**src/rtl/ark_mem_pkg.sv**
```systemverilog
// Shared constants and store-buffer entry type for the load/store unit.
// Imported by the store buffer and the mem_access_unit top.
package ark_mem_pkg;

  localparam int ADDR_W     = 16;
  localparam int DATA_W     = 16;
  localparam int MEM_DEPTH  = 256;
  localparam int SB_DEPTH   = 4;
  localparam int STARVE_MAX = 8;

  localparam int SB_PTR_W   = $clog2(SB_DEPTH);
  localparam int SB_CNT_W   = $clog2(SB_DEPTH + 1);
  localparam int STARVE_W   = $clog2(STARVE_MAX + 1);

  typedef struct packed {
    logic [ADDR_W-1:0] addr;
    logic [DATA_W-1:0] data;
  } sb_entry_t;

endpackage

```
**src/rtl/mem_access_unit_store_buffer.sv**
```systemverilog
// In-order circular store buffer with a parallel youngest-match lookup.
// Reports whether the youngest match is the head entry.
import ark_mem_pkg::*;

module store_buffer (
  input  logic              CLK,
  input  logic              RST_n,
  input  logic              push,
  input  logic              pop,
  input  sb_entry_t         pushEntry,
  input  logic [ADDR_W-1:0] lookupAddr,
  output logic              full,
  output logic              empty,
  output sb_entry_t         head,
  output logic              hit,
  output logic              hitHead,
  output logic [DATA_W-1:0] hitData
);

  sb_entry_t               mem [SB_DEPTH];
  logic [SB_PTR_W-1:0]     headPtr;
  logic [SB_PTR_W-1:0]     tailPtr;
  logic [SB_CNT_W-1:0]     count;
  logic [SB_PTR_W-1:0]     idx;

  assign full  = (count == SB_CNT_W'(SB_DEPTH));
  assign empty = (count == '0);
  assign head  = mem[headPtr];

  always_ff @(posedge CLK or negedge RST_n) begin
    if (!RST_n) begin
      headPtr <= '0;
      tailPtr <= '0;
      count   <= '0;
    end else begin
      if (push) tailPtr <= tailPtr + 1'b1;
      if (pop)  headPtr <= headPtr + 1'b1;
      unique case ({push, pop})
        2'b10:   count <= count + 1'b1;
        2'b01:   count <= count - 1'b1;
        default: count <= count;
      endcase
    end
  end

  always_ff @(posedge CLK) begin
    if (push) mem[tailPtr] <= pushEntry;
  end

  // Walk oldest to youngest so the last match seen is the youngest.
  always_comb begin
    hit     = 1'b0;
    hitHead = 1'b0;
    hitData = '0;
    idx     = '0;
    for (int i = 0; i < SB_DEPTH; i++) begin
      idx = headPtr + SB_PTR_W'(i);
      if (SB_CNT_W'(i) < count && mem[idx].addr == lookupAddr) begin
        hit     = 1'b1;
        hitHead = (i == 0);
        hitData = mem[idx].data;
      end
    end
  end

endmodule

```
**src/rtl/mem_access_unit.sv**
```systemverilog
// Load/store unit in front of DataRAM: request accept, SB forwarding,
// RAM port arbitration (load miss over drain), starvation guard, responses.
import ark_mem_pkg::*;

module mem_access_unit (
  input  logic              CLK,
  input  logic              RST_n,
  input  logic              req_valid,
  output logic              req_ready,
  input  logic              req_we,
  input  logic [ADDR_W-1:0] req_addr,
  input  logic [DATA_W-1:0] req_wdata,
  output logic              rsp_valid,
  output logic [DATA_W-1:0] rsp_data,
  output logic              rsp_err,
  output logic              sb_empty,
  output logic [ADDR_W-1:0] DataAddress,
  output logic              ReadMem,
  output logic              WriteMem,
  output logic [DATA_W-1:0] DataIn,
  input  logic [DATA_W-1:0] DataOut
);

  logic                sbFull;
  logic                sbEmpty;
  logic                sbHit;
  logic                sbHitHead;
  logic [DATA_W-1:0]   sbHitData;
  sb_entry_t           sbHead;
  sb_entry_t           pushEntry;

  logic [STARVE_W-1:0] starveCnt;
  logic                forceDrain;
  logic                accept;
  logic                inRange;
  logic                isStore;
  logic                isLoad;
  logic                loadMiss;
  logic                headFwd;
  logic                drain;

  assign forceDrain = (starveCnt == STARVE_W'(STARVE_MAX));
  assign req_ready  = !sbFull && !forceDrain;
  assign accept     = req_valid && req_ready;
  assign inRange    = (req_addr < ADDR_W'(MEM_DEPTH));
  assign isStore    = accept && req_we && inRange;
  assign isLoad     = accept && !req_we && inRange;
  assign loadMiss   = isLoad && !sbHit;
  // Forwarding from the head holds it in place for this cycle.
  assign headFwd    = isLoad && sbHit && sbHitHead;
  assign drain      = !sbEmpty && !loadMiss && !headFwd;
  assign sb_empty   = sbEmpty;
  assign pushEntry  = '{addr: req_addr, data: req_wdata};

  store_buffer u_sb (
    .CLK        (CLK),
    .RST_n      (RST_n),
    .push       (isStore),
    .pop        (drain),
    .pushEntry  (pushEntry),
    .lookupAddr (req_addr),
    .full       (sbFull),
    .empty      (sbEmpty),
    .head       (sbHead),
    .hit        (sbHit),
    .hitHead    (sbHitHead),
    .hitData    (sbHitData)
  );

  always_comb begin
    ReadMem     = 1'b0;
    WriteMem    = 1'b0;
    DataAddress = '0;
    DataIn      = '0;
    unique case (1'b1)
      loadMiss: begin
        ReadMem     = 1'b1;
        DataAddress = req_addr;
      end
      drain: begin
        WriteMem    = 1'b1;
        DataAddress = sbHead.addr;
        DataIn      = sbHead.data;
      end
      default: ;
    endcase
  end

  always_ff @(posedge CLK or negedge RST_n) begin
    if (!RST_n) begin
      starveCnt <= '0;
    end else if (drain) begin
      starveCnt <= '0;
    end else if (loadMiss && !sbEmpty) begin
      starveCnt <= starveCnt + 1'b1;
    end
  end

  always_ff @(posedge CLK or negedge RST_n) begin
    if (!RST_n) begin
      rsp_valid <= 1'b0;
      rsp_err   <= 1'b0;
      rsp_data  <= '0;
    end else begin
      rsp_valid <= accept;
      rsp_err   <= accept && !inRange;
      if (isLoad) rsp_data <= sbHit ? sbHitData : DataOut;
      else        rsp_data <= '0;
    end
  end

endmodule

```
**config.mk**
```make
export PLATFORM = sky130hd
export DESIGN_NAME = mem_access_unit
export DESIGN_NICKNAME = d
export VERILOG_FILES = /design/src/rtl/ark_mem_pkg.sv /design/src/rtl/mem_access_unit_store_buffer.sv /design/src/rtl/mem_access_unit.sv
export SDC_FILE = /design/constraint.sdc
export NUM_CORES = 1
export LEC_CHECK = 0
export CAP_MARGIN = 20
export CELL_PAD_IN_SITES_DETAIL_PLACEMENT = 2
export CELL_PAD_IN_SITES_GLOBAL_PLACEMENT = 2
export CORE_ASPECT_RATIO = 0.8
export CORE_MARGIN = 2
export CORE_UTILIZATION = 35
export CTS_CLUSTER_DIAMETER = 80
export CTS_CLUSTER_SIZE = 16
export DETAILED_ROUTE_END_ITERATION = 6
export GPL_TIMING_DRIVEN = 0
export PLACE_DENSITY = 0.75
export SYNTH_ARGS = -nofsm -noshare
export SYNTH_HDL_FRONTEND = slang
export SYNTH_SLANG_ARGS = --single-unit
```
**constraint.sdc**
```tcl
create_clock -name CLK -period 3.75 [get_ports CLK]
set_input_delay 0.5625 -clock CLK [delete_from_list [all_inputs] [get_ports CLK]]
set_output_delay 0.5625 -clock CLK [all_outputs]
set_load 0.01 [all_outputs]
```
[Yosys cells after proc, flatten, opt, wreduce, memory -nomap -nowiden]
Memories as Yosys holds them, arrays and structs flattened.
Cells that the tools add are included.
W data, S select, Z words.
Word-level totals
  bits in registers: 29
  latch bits: 0
  RAM bits: 128
  ROM bits: 0
  input port bits: 52
  output and inout port bits: 54
  logic and storage cells: 78
  memories: 1
Memory list
  u_sb.mem: words 4, bits a word 32, rd ports 4, clocked after Yosys merged registers in 0, wr ports 1, line mem_access_unit_store_buffer.sv:20  | sb_entry_t mem [SB_DEPTH];
Cells by class
  add/subtract/negate cells: 7
  multiply operators: 0
  div/mod/pow operators: 0
  order comparisons: 5
  equality and inequality tests: 8
  shifts and indexed selects: 0
  multiplexer cells: 22
  bitwise logic cells: 0
  reductions and logical operators: 28
Operators by type and width (number)
  $mux W16: 7
  $eq A16 B16 Y1: 4
  $pmux W16 S2: 1
  $logic_and A1 B1 Y1: 17
  $lt A16 B9 Y1 const B: 1
  $mux W1: 11
  $logic_not A1 Y1: 8
  $mux W4: 2
  $lt A1 B3 Y1 const A: 2
  $lt A2 B3 Y1 const A: 2
  $pmux W3 S2: 1
  $add A2 B1 Y2 const B: 2
  $add A2 B2 Y2 const B: 2
  $add A4 B1 Y4 const B: 1
  $eq A4 B4 Y1 const B: 1
  $reduce_bool A2 Y1: 2
  $add A3 B1 Y3 const B: 1
  $eq A3 B3 Y1 const B: 1
  $logic_not A3 Y1: 1
  $sub A3 B1 Y3 const B: 1
  $eq A2 B1 Y1 const B: 1
  $eq A2 B2 Y1 const B: 1

[Longest topological paths before layout]
Gate-level depths: netlist (run 1).
An unclocked memory read counts as a cell.
  depth after elaboration: 14
  mapped depth: 18
  depth with buffers taken out: 14

[Modules after synthesis]
From an unflattened synthesis (run 1), not the netlist that was laid out.
Unflattened totals
  cells, all modules: 750
  area total of the unflattened synthesis: 10557.6 sq um
Modules (own cells, without submodules)
  store_buffer: times used 1, cells an instance 627, area each 9331.4 sq um, seq. area each 4018.9 sq um
  mem_access_unit: times used 1, cells an instance 123, area each 1226.2 sq um, seq. area each 550.5 sq um

[Worst setup path before layout (run 1)]
OpenSTA, ideal clock, no wires.
  kind: register to output
  start: register u_sb.headPtr[0]
  end: output DataIn[10]
  arrival time: 3136 ps
  data required time: 3188 ps
  slack: 51 ps
  cell stages (with the launch flop): 12
  path buffers: 2
  cells stage by stage: dfrtp_1 > buf_6 > mux4_2 > xor2_1 > or4_4 > a2111oi_4 > nor4b_2 > nor4_1 > inv_2 > nand2_2 > buf_2 > nor3_1
Between the ends
  word-level cells in the longest chain between the ends: 13
  elaborated cells on any way between the ends: 28
  those cells by class: add/sub (3); eq/ne (4); mux (8); reduce/logical (12); memory (1)
RTL lines
  from (decl): line mem_access_unit_store_buffer.sv:21  | logic [SB_PTR_W-1:0] headPtr;
  from (signal assigned): line mem_access_unit_store_buffer.sv:37  | if (pop) headPtr <= headPtr + 1'b1;
  $add A2 B1 Y2 / $mem_v2 Z4 W32 (equally long branches)
  $mem_v2 Z4 W32 (*)
  $eq A16 B16 Y1 / $logic_and A1 B1 Y1 (equally long branches): line mem_access_unit_store_buffer.sv:58  | if (SB_CNT_W'(i) < count && mem[idx].addr == lookupAddr) begin
  $logic_and A1 B1 Y1 / $mux W1 (equally long branches): line mem_access_unit_store_buffer.sv:58
  $mux W1 (3 in a row): line mem_access_unit_store_buffer.sv:58
  $logic_not A1 Y1: line mem_access_unit.sv:48  | assign loadMiss = isLoad && !sbHit;
  $logic_and A1 B1 Y1: line mem_access_unit.sv:48
  $logic_not A1 Y1: line mem_access_unit.sv:51  | assign drain = !sbEmpty && !loadMiss && !headFwd;
  $logic_and A1 B1 Y1 (2 in a row): line mem_access_unit.sv:51
  $mux W16 (*): line mem_access_unit.sv:75  | unique case (1'b1)
  to (decl): line mem_access_unit.sv:20  | output logic [DATA_W-1:0] DataIn,
Mark *: on every way between the ends. The rest lies on a longest branch, timed or not.

[Worst setup path in the final report (run 1)]
  start: register u_sb.headPtr[0]
  end: output DataAddress[7]
Between the ends
  word-level cells in the longest chain between the ends: 13
  elaborated cells on any way between the ends: 28
  those cells by class: add/sub (3); eq/ne (4); mux (8); reduce/logical (12); memory (1)
RTL lines
  $add A2 B1 Y2 / $mem_v2 Z4 W32 (equally long branches)
  $mem_v2 Z4 W32 (*)
  $eq A16 B16 Y1 / $logic_and A1 B1 Y1 (equally long branches): line mem_access_unit_store_buffer.sv:58
  $logic_and A1 B1 Y1 / $mux W1 (equally long branches): line mem_access_unit_store_buffer.sv:58
  $mux W1 (3 in a row): line mem_access_unit_store_buffer.sv:58
  $logic_not A1 Y1: line mem_access_unit.sv:48
  $logic_and A1 B1 Y1: line mem_access_unit.sv:48
  $logic_not A1 Y1: line mem_access_unit.sv:51
  $logic_and A1 B1 Y1 (2 in a row): line mem_access_unit.sv:51
  $pmux W16 S2 (*): line mem_access_unit.sv:75
  to (decl): line mem_access_unit.sv:17  | output logic [ADDR_W-1:0] DataAddress,
Marks and branches as above.

==> results of run 1 <==
-- sequential cells by signal, summed over array words and instances, names as in the netlist --
name / flops
rsp_data: 16
rsp_err: 1
rsp_valid: 1
starveCnt: 4
u_sb.count: 3
u_sb.headPtr: 2
u_sb.mem: 128
u_sb.tailPtr: 2
-- synthesized netlist by cell type (7+ instances only) --
library cell  number  area [sq um]
nor2b_1           12          75.1
edfxtp_1         128          3840
o22ai_1            8          50.1
nor4_1             7          43.8
mux2_2            36           405
ha_1              11           138
buf_1              7          26.3
a21oi_2           10          87.6
and3_1            12          75.1
buf_4              9          67.6
dfrtp_1           29           726
buf_2             17          85.1
a21oi_1           39           195
xnor2_1           42           368
a21o_1            12          90.1
a221oi_1          11          96.3
nand4_1            7          43.8
nor3_1            20           100
mux2i_1           81           811
mux4_2            37           833
clkbuf_1          34           128
o211ai_1          11          82.6
inv_1             13          48.8
xor2_1            27           236
and2_1             9          56.3
a211oi_1           7          52.6
o21ai_0           33           165
nor2_1            44           165
nand2_1           71           267
-- cells by family (layout without fill, tap and decap cells) --
group | after synthesis | in the layout | share of synthesized area
simple gates | 207 | 207 | 0.103
compound gates | 162 | 162 | 0.116
flops | 157 | 157 | 0.459
mux | 154 | 154 | 0.206
buf+inv | 87 | 283 | 0.0413
xor+xnor | 69 | 69 | 0.0607
fa+ha+maj | 11 | 11 | 0.0138
-- layer usage --
metal / share of wire / GRT usage / up-vias
met5: 0 / 0 / -
met2: 0.47 / 0.445 / 392
met3: 0.069 / 0.0557 / 68
li1: - / - / 3565
met4: 0.020 / 0.0872 / 0
met1: 0.44 / 0.390 / 4450
-- power by group through the flow --
stage	logic [mW]	clock network, mW	registers, mW
after floorplan	2.80	0	1.99
after global placement	4.38	0	2.00
after detailed placement	4.50	0	2.00
after CTS	5.23	1.79	1.97
after global routing	6.17	1.85	1.98
final	5.90	1.79	1.98
-- per-stage QoR --
step	TNS [ps]	worst slack (ps)
floorplan	0	51.5
CTS	-21860	-742
global route	-35640	-952
detailed placement	-92060	-2000
finish	-31740	-919
global placement	-211680	-1890
-- cells in the final DEF, fill, tap and decap left out, types with 25 or more instances in the layout --
cell,netlist,routed
edfxtp_1,128,128
mux2i_1,81,69
clkdlybuf4s50_1,0,69
nand2_1,71,67
nor2_1,44,41
buf_6,4,40
a21oi_1,39,38
xnor2_1,42,37
mux4_2,37,37
mux2_2,36,34
buf_4,9,31
dfrtp_1,29,29
o21ai_0,33,27
clkbuf_1,34,25
-- path summary, 6_finish.rpt --
kind | start | slack, ps | endpoint | cells past startpoint
max | u_sb.headPtr[0]$_DFFE_PN0P_ | -920 | DataAddress[7] | 16
min | RST_n | 190 | rsp_data[6]$_DFF_PN0_ | 1
max reg2reg | u_sb.headPtr[0]$_DFFE_PN0P_ | -520 | u_sb.count[2]$_DFFE_PN0P_ | 21
min reg2reg | starveCnt[1]$_DFFE_PN0P_ | 570 | starveCnt[1]$_DFFE_PN0P_ | 1
max in group asynchronous | RST_n | 3050 | u_sb.count[2]$_DFFE_PN0P_ | 1
min in group CLK | starveCnt[1]$_DFFE_PN0P_ | 570 | starveCnt[1]$_DFFE_PN0P_ | 1
-- cell type report --
cell class | instances | area, sq um
flip-flops and latches | 157 | 4570
inverters | 16 | 76.3
well taps | 370 | 463
plain buffers | 69 | 587
multi-input cells | 603 | 5480
repair buffers | 167 | 1750
clock inverters | 14 | 144
clock buffers | 17 | 425
fillers | 2760 | 14700
-- worst max-delay path, stage by stage (launching register included) --
cell and delay, ps:
dfrtp_1 420, buf_12 150, buf_8 180, buf_12 180
buf_6 180, mux2_4 340, a222oi_1 630, o2111ai_1 300
nor4_2 300, or4_4 220, buf_12 110, nor2_4 50
buf_6 170, buf_6 130, nand2_4 70, o21ai_4 70
buf_6 130
-- repair_timing --
action / in CTS / in global routing
cloned: 2 / 2
pin swaps: 22 / 18
buffers inserted: 41 / 17
hold buffers: 0 / 0
gates resized for setup: 290 / 78
endpoints found under the setup margin: 59 / 57
==> results.json, run 1 <==
{
  "area_growth_pct": 35.4,
  "synth_nets": 910,
  "setup_viol": 56,
  "worst_slack_ps": -919,
  "portBuffers": 105,
  "die_area_sq_mm": 0.0298,
  "rsz0062_at_grt": "yes",
  "hold_violations": 0,
  "antenna_found_initial": 0,
  "yosys_warnings": 0,
  "crit_type": "flop to output pin",
  "cellPowerDensity_mw_per_mm2": 717,
  "firstDrtPassIters": 7,
  "dpl_cell_area_sq_mm": 0.0116,
  "synth-edff-count": 128,
  "cts_tree": "built",
  "drc": 0,
  "slew_headroom": 0.293,
  "die-width_microns": 193,
  "totalWireLength_mm": 42.7,
  "ant_nets": 0,
  "synth_ff_type": "edfxtp_1",
  "die_y_microns": 155,
  "crit_required_ps": 3190,
  "cts_buffers": 17,
  "cap_violations": 0,
  "cp-start-kind": "flop",
  "core-area_sq_mm": 0.0281,
  "place_inst": 1327,
  "holdWs_ps": 190,
  "ctsRootBufferMaster": "clkbuf_16",
  "totalPowerFinal_mw": 9.67,
  "clk_transition_reported_paths_ps": 70,
  "drv_slew": 0,
  "num_antenna_cells": 0,
  "syn_area_per_cell_sq_um": 11.8,
  "layout-drive-gt1-share": 0.330,
  "ys_types": 61,
  "drtIter0Drc": 809,
  "viasPerCell": 6.00,
  "fin_crit_ps": 4670,
  "gp_congestion": 0.832,
  "power.leakage_nw": 4.98,
  "row_count": 55,
  "p_sw_mw": 4.02,
  "cts_sinks": 157,
  "grt_pass1_wl_mm": 60.6,
  "vias": 8475,
  "hp-class": "primary input to async pin",
  "async_flop_share": 0.185,
  "start_util": 0.354,
  "synth_area_sq_mm": 0.00996,
  "grt_overflow": 0,
  "synth_cells": 847,
  "clock_latency_ps": 460,
  "boundaryPins": 106,
  "fmax_mhz": 214,
  "power_frac_clock": 0.185,
  "max-vdd-ir-drop_mv": 0.385,
  "cp.arrival_ps": 4110,
  "grt_usage": 0.282,
  "p_comb_frac": 0.610,
  "worst-path-max-fanout": 10,
  "post-route-period-util": 1.25,
  "routedWlPerCell_microns": 30.2,
  "intPower_mw": 5.64,
  "violations": "setup timing",
  "synth_seq_cells": 157,
  "hpwl_mm": 26.6,
  "fin_nets": 1094,
  "grt_pass1_vias": 9073,
  "final_area_sq_mm": 0.0135,
  "p_sw_frac": 0.416,
  "grt_max_degree": 30,
  "instances_no_fill": 1413,
  "htreeDepth": 4,
  "seq_area_frac_synth": 0.459,
  "cp-end-kind": "output pin",
  "utilization": 0.479,
  "power_frac_seq": 0.205,
  "status": "complete, but fails checks",
  "finClkSkew_ps": 14.0,
  "clk_path_buf_depth": 2,
  "worstMarginPinSlew_ps": 1060
}
(Power assumes the default switching activity.)
==> inputs of run 2 (changes only) <==
==> constraint.sdc (replaced) <==
create_clock -name CLK -period 3.78 [get_ports CLK]
set_input_delay 0.567 -clock CLK [delete_from_list [all_inputs] [get_ports CLK]]
set_output_delay 0.567 -clock CLK [all_outputs]
set_load 0.01 [all_outputs]
==> results.json, run 2 (synthesis gave the netlist of run 1 again) <==
{
  "status": "complete, but fails checks",
  "violations": "setup timing",
  "cts_tree": "built",
  "start_util": 0.354,
  "totalPowerFinal_mw": 9.51,
  "die_y_microns": 155,
  "cp.arrival_ps": 4140,
  "nFillCells": 2770,
  "htreeDepth": 4,
  "top_register": "u_sb.mem",
  "portBuffers": 105,
  "row_count": 55,
  "die-width_microns": 193,
  "reg_top3": "u_sb.mem: 128 flops, rsp_data: 16 flops, starveCnt: 4 flops",
  "fmax_mhz": 212,
  "clock_latency_ps": 460,
  "largest_reg_flops": 128,
  "layout-drive-gt1-share": 0.327,
  "wl_met2_mm": 20.4,
  "grt_pass1_wl_mm": 60.1,
  "utilization": 0.477,
  "finClkSkew_ps": 13.8,
  "routedWlPerCell_microns": 30.1,
  "fin_crit_ps": 4710,
  "layout_commonest_cell": "edfxtp_1",
  "viasPerCell": 5.98,
  "worst_slack_ps": -931,
  "grt_max_degree": 30,
  "drtIter0Drc": 679,
  "cap_violations": 0,
  "cts_buffers": 17,
  "setup_viol": 55,
  "worst-path-max-fanout": 7,
  "grt_pass1_vias": 9000,
  "crit_required_ps": 3210,
  "wl_met3_mm": 3.05,
  "fin_nets": 1099,
  "worstMarginPinSlew_ps": 1030,
  "drc": 0,
  "cts_sinks": 157,
  "final_cell_mix": "edfxtp_1, mux2i_1, clkdlybuf4s50_1, nand2_1",
  "cellPowerDensity_mw_per_mm2": 708,
  "post-route-period-util": 1.25,
  "r2r_setup_slack_ps": -350,
  "vias": 8477,
  "ant_nets": 0,
  "clk_transition_reported_paths_ps": 70,
  "slew_headroom": 0.315,
  "grt_usage": 0.279,
  "place_ws_ps": -1980,
  "power.leakage_nw": 4.98,
  "drv_slew": 0,
  "cp-start-kind": "flop",
  "hpwl_mm": 26.6,
  "core-area_sq_mm": 0.0281,
  "area_growth_pct": 34.9,
  "hold_violations": 0,
  "firstDrtPassIters": 6,
  "cp-end-kind": "output pin",
  "num_antenna_cells": 0,
  "crit_type": "flop to output pin",
  "grt_overflow": 0,
  "ctsRootBufferMaster": "clkbuf_16",
  "wl_met1_mm": 18.3,
  "gp_congestion": 0.832,
  "hp-class": "primary input to async pin",
  "r2r_cells": 19,
  "top_layer_used": "met4",
  "antenna_found_initial": 0,
  "clk_path_buf_depth": 2,
  "cts_hold_buffers": 0,
  "max-vdd-ir-drop_mv": 0.380,
  "boundaryPins": 106,
  "totalWireLength_mm": 42.7,
  "die_area_sq_mm": 0.0298,
  "rsz0062_at_grt": "yes"
}
## run 2: cell count changes in the layout (fill, tap and decap cells not counted), sizes merged
cell,previous run,this run
clkinvlp,4,3
clkbuf,52,50
bufbuf,1,0
clkinv,6,7
buf,130,138
dlymetal6s2s,1,0
clkdlybuf4s50,69,70
## run 2: path summary, 6_finish.rpt
kind,from,to
max in group asynchronous,RST_n,u_sb.count[2]$_DFFE_PN0P_
min in group CLK,starveCnt[3]$_DFFE_PN0P_,starveCnt[3]$_DFFE_PN0P_
worst min-delay path,RST_n,rsp_data[6]$_DFF_PN0_
worst min register to register,starveCnt[3]$_DFFE_PN0P_,starveCnt[3]$_DFFE_PN0P_
worst max register to register,u_sb.headPtr[0]$_DFFE_PN0P_,u_sb.count[2]$_DFFE_PN0P_
worst max-delay path,u_sb.headPtr[1]$_DFFE_PN0P_,DataAddress[7]
## run 2: metal layers
layer | track usage | vias to the layer above
li1 | - | 3567
met1 | 0.391 | 4425
met2 | 0.441 | 416
met3 | 0.0537 | 69
met4 | 0.0796 | 0
met5 | 0 | -
## run 2: power by group
part	internal [mW]	switching, mW	leakage (nW)
registers	1.91	0.0513	1.53
clock network	0.971	0.800	0.271
logic	2.66	3.13	3.18
total	5.53	3.98	4.98
## run 2: area by class of cell
cell class                      count  area, sq um  area share
Inverter                           16         73.8     0.00549
Timing Repair Buffer              172         1710       0.127
Multi-Input combinational cell    603         5470       0.407
Clock buffer                       17          425      0.0317
Sequential cell                   157         4570       0.340
Buffer                             69          576      0.0428
Clock inverter                     14          144      0.0107
Tap cell                          370          463      0.0345
## run 2: worst max-delay path, cell delays in order (launching register included)
cell       delay, ps
dfrtp_1          400
buf_12           150
buf_12           140
buf_12           140
buf_12           130
mux2i_4          190
mux2_4           310
a222oi_1         630
o2111ai_2        310
nor4_4           360
or4_4            200
buf_12           110
nor2_4            50
buf_6            170
buf_6            130
nand2_4           70
o21ai_4           70
buf_6            130
## run 2: what timing repair did
item,4_1_cts,5_1_grt
pin swaps,22,20
setup endpoints to repair,59,57
gates cloned,2,1
resized for setup,289,66
buffers inserted,41,23
## run 2: metrics by stage
step	instances	setup TNS [ps]	hold WS, ps	cell area (sq um)
floorplan	847	0	271	9960
global placement	1322	-206830	537	11500
detailed placement	1327	-88670	544	11600
CTS	1400	-20340	227	13000
global route	1418	-37610	247	13400
finish	1418	-30700	199	13400
